File: src/rtl/imem_loader_if.sv
// ============================================================================
// imem_loader_if : host byte stream and CPU instruction-fetch port bundle
// Rev 1.0
// ============================================================================
`default_nettype none

interface imem_loader_if;
   logic       start;
   logic       in_valid;
   logic [7:0] in_data;
   logic       in_ready;
   logic [7:0] imem_addr;
   logic [7:0] imem_data;

   modport master (
      output start, in_valid, in_data, imem_addr,
      input  in_ready, imem_data
   );

   modport slave (
      input  start, in_valid, in_data, imem_addr,
      output in_ready, imem_data
   );
endinterface

`default_nettype wire

File: src/rtl/imem_loader.sv
// ============================================================================
// imem_loader : 256x8 instruction array with checksummed host loader
// Rev 1.0
// ============================================================================
`default_nettype none

module imem_loader #(
   parameter logic [7:0] NOP_WORD    = 8'hC0,
   parameter bit         CHECKSUM_EN = 1'b1
) (
   input  wire logic       clk,
   input  wire logic       areset,
   imem_loader_if.slave    bus,
   output logic            cpu_run,
   output logic            busy,
   output logic            err,
   output logic [8:0]      prog_len
);

   typedef enum logic [2:0] {
      S_IDLE  = 3'd0,
      S_HDR   = 3'd1,
      S_LOAD  = 3'd2,
      S_CKSUM = 3'd3,
      S_RUN   = 3'd4,
      S_ERR   = 3'd5
   } state_t;

   state_t     r_state;
   state_t     w_nxt;
   logic       r_in_ready;
   logic [7:0] r_wptr;
   logic [7:0] r_sum;
   logic [8:0] r_len;
   logic [7:0] r_mem [256];

   logic       w_xfer;
   logic       w_last;
   logic       w_nxt_busy;

   assign w_xfer = bus.in_valid && r_in_ready;
   // len==256 finishes when wptr reaches 255, so compare in 9 bits
   assign w_last = ({1'b0, r_wptr} == (r_len - 9'd1));

   always_comb begin
      w_nxt = r_state;
      case (r_state)
         S_IDLE, S_RUN, S_ERR: begin
            if (bus.start) w_nxt = S_HDR;
         end
         S_HDR: begin
            if (w_xfer) w_nxt = S_LOAD;
         end
         S_LOAD: begin
            if (w_xfer && w_last) w_nxt = CHECKSUM_EN ? S_CKSUM : S_RUN;
         end
         S_CKSUM: begin
            if (w_xfer) w_nxt = (bus.in_data == r_sum) ? S_RUN : S_ERR;
         end
         default: w_nxt = S_IDLE;
      endcase
   end

   assign w_nxt_busy = (w_nxt == S_HDR) || (w_nxt == S_LOAD) || (w_nxt == S_CKSUM);

   always_ff @(posedge clk or negedge areset) begin
      if (!areset) begin
         r_state    <= S_IDLE;
         r_in_ready <= 1'b0;
         busy       <= 1'b0;
         cpu_run    <= 1'b0;
         err        <= 1'b0;
         prog_len   <= 9'd0;
         r_wptr     <= 8'd0;
         r_sum      <= 8'd0;
         r_len      <= 9'd0;
      end else begin
         r_state    <= w_nxt;
         r_in_ready <= w_nxt_busy;
         busy       <= w_nxt_busy;
         cpu_run    <= (w_nxt == S_RUN);
         err        <= (w_nxt == S_ERR);

         case (r_state)
            S_IDLE, S_RUN, S_ERR: begin
               if (bus.start) begin
                  r_wptr <= 8'd0;
                  r_sum  <= 8'd0;
               end
            end
            S_HDR: begin
               if (w_xfer) r_len <= (bus.in_data == 8'd0) ? 9'd256 : {1'b0, bus.in_data};
            end
            S_LOAD: begin
               if (w_xfer) begin
                  r_wptr <= r_wptr + 8'd1;
                  r_sum  <= r_sum + bus.in_data;
               end
            end
            default: ;
         endcase

         if (w_nxt == S_RUN && r_state != S_RUN) prog_len <= r_len;
         else if (w_nxt == S_ERR && r_state != S_ERR) prog_len <= 9'd0;
      end
   end

   // Array is not reset; unloaded contents stay hidden behind prog_len
   always_ff @(posedge clk) begin
      if (r_state == S_LOAD && w_xfer) r_mem[r_wptr] <= bus.in_data;
   end

   assign bus.in_ready  = r_in_ready;
   assign bus.imem_data = (cpu_run && ({1'b0, bus.imem_addr} < prog_len))
                          ? r_mem[bus.imem_addr] : NOP_WORD;

endmodule

`default_nettype wire

File: src/flat_wrapper.sv
// flat-port wrapper written by rule: the top's interface ports become plain ports
module imem_loader_flat 
#(
   parameter logic [7:0] NOP_WORD    = 8'hC0,
   parameter bit         CHECKSUM_EN = 1'b1
)
  (clk, areset, cpu_run, busy, err, prog_len, bus_start, bus_in_valid, bus_in_data, bus_imem_addr, bus_in_ready, bus_imem_data);
  imem_loader_if bus_i ();
  input  wire logic clk;
  input  wire logic areset;
  output logic cpu_run;
  output logic busy;
  output logic err;
  output logic [8:0] prog_len;
  input wire logic [$bits(bus_i.start)-1:0] bus_start;
  input wire logic [$bits(bus_i.in_valid)-1:0] bus_in_valid;
  input wire logic [$bits(bus_i.in_data)-1:0] bus_in_data;
  input wire logic [$bits(bus_i.imem_addr)-1:0] bus_imem_addr;
  output wire logic [$bits(bus_i.in_ready)-1:0] bus_in_ready;
  output wire logic [$bits(bus_i.imem_data)-1:0] bus_imem_data;
  assign bus_i.start = bus_start;
  assign bus_i.in_valid = bus_in_valid;
  assign bus_i.in_data = bus_in_data;
  assign bus_i.imem_addr = bus_imem_addr;
  assign bus_in_ready = bus_i.in_ready;
  assign bus_imem_data = bus_i.imem_data;
  imem_loader #(.NOP_WORD(NOP_WORD), .CHECKSUM_EN(CHECKSUM_EN)) u_core (.clk(clk), .areset(areset), .bus(bus_i), .cpu_run(cpu_run), .busy(busy), .err(err), .prog_len(prog_len));
endmodule
File: config.mk
export PLATFORM = sky130hd
export DESIGN_NAME = imem_loader_flat
export DESIGN_NICKNAME = d
export VERILOG_FILES = /design/src/rtl/imem_loader_if.sv /design/src/rtl/imem_loader.sv /design/src/flat_wrapper.sv
export SDC_FILE = /design/constraint.sdc
export NUM_CORES = 2
export LEC_CHECK = 0
export CAP_MARGIN = 20
export CORE_MARGIN = 4
export CORE_UTILIZATION = 43
export DETAILED_ROUTE_END_ITERATION = 12
export PLACE_DENSITY_LB_ADDON = 0.05
export SLEW_MARGIN = 20
export SYNTH_ARGS = -nofsm -noshare
export SYNTH_HDL_FRONTEND = slang
export SYNTH_SLANG_ARGS = --single-unit
File: constraint.sdc
create_clock -name clk -period 8.31 [get_ports clk]
set_clock_uncertainty 0.1 [all_clocks]
set_input_delay 1.662 -clock clk [delete_from_list [all_inputs] [get_ports clk]]
set_output_delay 1.662 -clock clk [all_outputs]
set_load 0.01 [all_outputs]
==> results.txt <==
----------------------------------------------------
[Placement]
  Estimated wirelength of the detail-placed design ... 156000 um
  Input/output buffers ... 40
  Final estimated routing congestion in global placement ... 0.821

[Critical path]
  Required time at the endpoint of the critical path ... 6550 ps
  Type of the worst setup path ... input port to primary output
  Reg-to-reg slack, setup ... 4160 ps
  Largest delay contributor family on the critical path ... buffers and inverters
  Nature of the critical path endpoint ... primary output
  Reg-to-reg critical path startpoint ... u_core.r_state[1]
  Slowest stage cell on the critical path ... o211ai_1
  Maximum cell stage delay along the critical path ... 660 ps
  Element type at the critical path start ... input port
  Critical register-to-register path endpoint ... u_core.r_mem[37][4]
  R2R depth ... 5
  Critical-path maximum fanout ... 32
  Critical Path, Cell by Cell ... buf_8 > buf_12 > buf_4 > mux4_2 > o21a_1 > o32ai_1 > o21ai_0 > o211ai_1 > nand4_1 > clkdlybuf4s50_1
  Arrival time worst endpoint ... 6080 ps
  Worst path buffer plus inverter count ... 4

[Clock tree]
  Hold bufs inserted after CTS ... 0
  Root buffer selected by CTS ... clkbuf_16
  Total clock buffers created by CTS ... 217
  Clock tree from TritonCTS ... yes
  Post-CTS repair timing setup buffer count ... 0
  Max Root-Sink Buffers ... 3
  Clock-pin transition on the worst setup and hold timing paths ... 50 ps
  CTS resizes ... 0
  H-tree depth ... 4
  Worst-Skew Late Latency ... 830 ps
  Clock net sink count ... 2088

[Die]
  Chip Width ... 446 um
  Placement Rows ... 160
  Floorplan Core Area ... 191000 um^2
  Initial cell density of the core ... 43.4%
  Top-level port count ... 41
  Y dimension of the die ... 446 um
  Area enclosed by the die boundary ... 199000 um^2

[Synth]
  Post-synthesis async set-or-reset flop share ... 1.92%
  Main synth FF type ... edfxtp_1
  Number of flops mapped to enable cells by yosys ... 2048
  Synth Instances ... 4160
  Number of library cell types mapped by synthesis ... 78
  Sequential-to-total area share from yosys stat ... 75.6%
  Netlist area before placement ... 82700 um^2
  Net count of the mapped netlist ... 4200
  Total of warnings raised by yosys ... 0
  Synth Register Bits ... 2088
  Per-instance average area after synthesis ... 19.9 um^2

[Pwr]
  Highest ir drop seen on vdd ... 0.156 mV
  Static leakage ... 29.5 nW
  Total design power ... 0.0228 W
  PD cells ... 245 nW/um^2

[STA]
  Setup violations, final ... 0
  Hold violation count in the final report ... 0
  Minimum clock period ... 7840 ps
  Maximum operating frequency ... 0.128 GHz
  Final period utilization ... 94.3%
  Max-slew violation count ... 0
  Slew at the pin closest to its max-slew limit ... 1240 ps
  Setup TNS ... 0 ps
  Worst slew margin relative to its limit ... 16.0%
  Setup repair after global routing missed its margin ... false

[Hold path]
  Hold Path Origin ... u_core.r_sum[2]
  Hold Crit Depth ... 2
  Worst hold path class ... flip-flop to flip-flop
  Sink of the worst hold path ... u_core.r_sum[2]

[Run status]
  Status ... completed

[Finish]
  NumNets Final ... 4390
  Filler Cell Count ... 15800
  Signed area change from the synthesized netlist to the final layout ... 12.8%
  Fraction of final layout cells with drive strength greater than 1 ... 20.7%
  Highest-count cells in the layout ignoring fill and taps ... edfxtp_1 (2048), mux4_2 (360), nor2_1 (313)
  Most frequent standard cell in the layout excluding fill and tap cells ... edfxtp_1

[Global route]
  Maximum number of pins on one net before global-route repair ... 184
  First-pass GRT wire length ... 350000 um
  Antenna violations before repair ... 8
  Remaining Overflow, GRT ... 0
  Vias in the first global route ... 42600
  Total track usage ... 25.3%

[Routing]
  Initial DRC count ... 4906
  Drt total wl ... 252000 um
  Number of remaining DRC errors ... 0
  First drt pass iteration count ... 5
  Count of nets left with antenna violations after detail routing ... 0
  Total vias in the final route ... 42900
  Post-detailed-route via-to-cell ratio ... 6.10
  Average routed wire per standard cell ... 35.9 um

[Job]
  Max capacitance violation total ... 0

----------------------------------------------------
power by group:
part	leakage, nW	total [W]	switching [W]	internal [W]
registers	18.9	0.0117	0.000105	0.0116
clock network	3.32	0.00942	0.00405	0.00536
logic	7.23	0.00166	0.00107	0.000592
Yosys cell counts, drive strengths merged (14+ instances only):
library cell / instances / share of area [%]
inv: 19 / 0.086
nand2b: 20 / 0.15
o22ai: 22 / 0.17
a22o: 14 / 0.15
o21ai: 73 / 0.44
nor2b: 18 / 0.14
a21oi: 70 / 0.42
dfrtp: 40 / 1.2
nor2: 317 / 1.4
nand4: 22 / 0.17
buf: 142 / 1.6
mux2i: 248 / 3.0
nand3: 70 / 0.42
mux4: 382 / 11
a22oi: 103 / 0.94
ha: 19 / 0.29
o31ai: 16 / 0.17
edfxtp: 2048 / 74
nand2: 57 / 0.26
nor3: 31 / 0.20
mux2: 36 / 0.49
a31oi: 14 / 0.11
a221o: 24 / 0.29
clkbuf: 109 / 0.50
a221oi: 95 / 1.0
per-layer routing:
layer | up-vias | GRT usage (%) | wire length, um
met1 | 23300 | 37.4 | 111000
met3 | 306 | 4.02 | 16300
li1 | 17700 | - | -
met4 | 4 | 6.29 | 6120
met2 | 1623 | 39.5 | 119000
met5 | - | 0 | 16
state kept, by name, indices dropped and copies added (netlist names):
register,count
u_core.r_state,3
u_core.r_mem,2048
u_core.cpu_run,1
u_core.prog_len,9
u_core.r_wptr,8
u_core.busy,1
u_core.r_len,9
u_core.err,1
u_core.r_sum,8
worst register-to-register path, stage by stage, from the launching register on:
cell and delay (ps):
dfrtp_1 490, nand3_1 160, nor3_2 750, nand3_2 860, buf_4 520, nor2_1 890
cells by family (layout without fill, tap and decap cells):
logic type	Yosys count	after routing	share of synthesized area, %
AOI/OAI and AO/OA	516	516	4.57
xor gates and xnor gates	19	19	0.201
adders and majority gates	20	20	0.312
buffers and inverters	270	636	2.17
DFF	2088	2088	75.6
muxes	666	666	14.0
other	0	1	0
and+or+nand+nor	581	581	3.16
per-stage QoR:
step	area [um^2]	hold WS [ps]	utilization (%)	cells	setup WS, ps
3_5_place_dp	86400	397	45.3	6642	499
3_3_place_gp	86400	384	45.3	6642	518
6_report	93200	410	48.9	7038	472
5_1_grt	93200	432	48.9	7038	340
2_1_floorplan	82700	371	-	4160	3070
4_1_cts	93200	409	48.9	7037	495
how the worst max path moves through the flow:
stage                           from          endpoint  slack [ps]  cells past startpoint
finish              bus_imem_addr[0]  bus_imem_data[5]         470                     10
CTS                 bus_imem_addr[0]  bus_imem_data[5]         500                     10
floorplan           bus_imem_addr[0]  bus_imem_data[4]        3070                      9
global route        bus_imem_addr[0]  bus_imem_data[5]         340                     10
global placement    bus_imem_addr[0]  bus_imem_data[5]         520                     10
detailed placement  bus_imem_addr[0]  bus_imem_data[5]         500                     10
cell type report:
class                           count  area (um^2)  area share, %
Sequential cell                  2088        62500           67.0
Timing Repair Buffer              222         2140           2.30
Clock buffer                      278         5850           6.27
Inverter                           19         75.1         0.0805
Multi-Input combinational cell   1802        18600           19.9
Clock inverter                    117          946           1.01
Antenna cell                        1         2.50        0.00268
Tap cell                         2511         3140           3.37
Note: power is estimated with default switching activity, not from simulation.
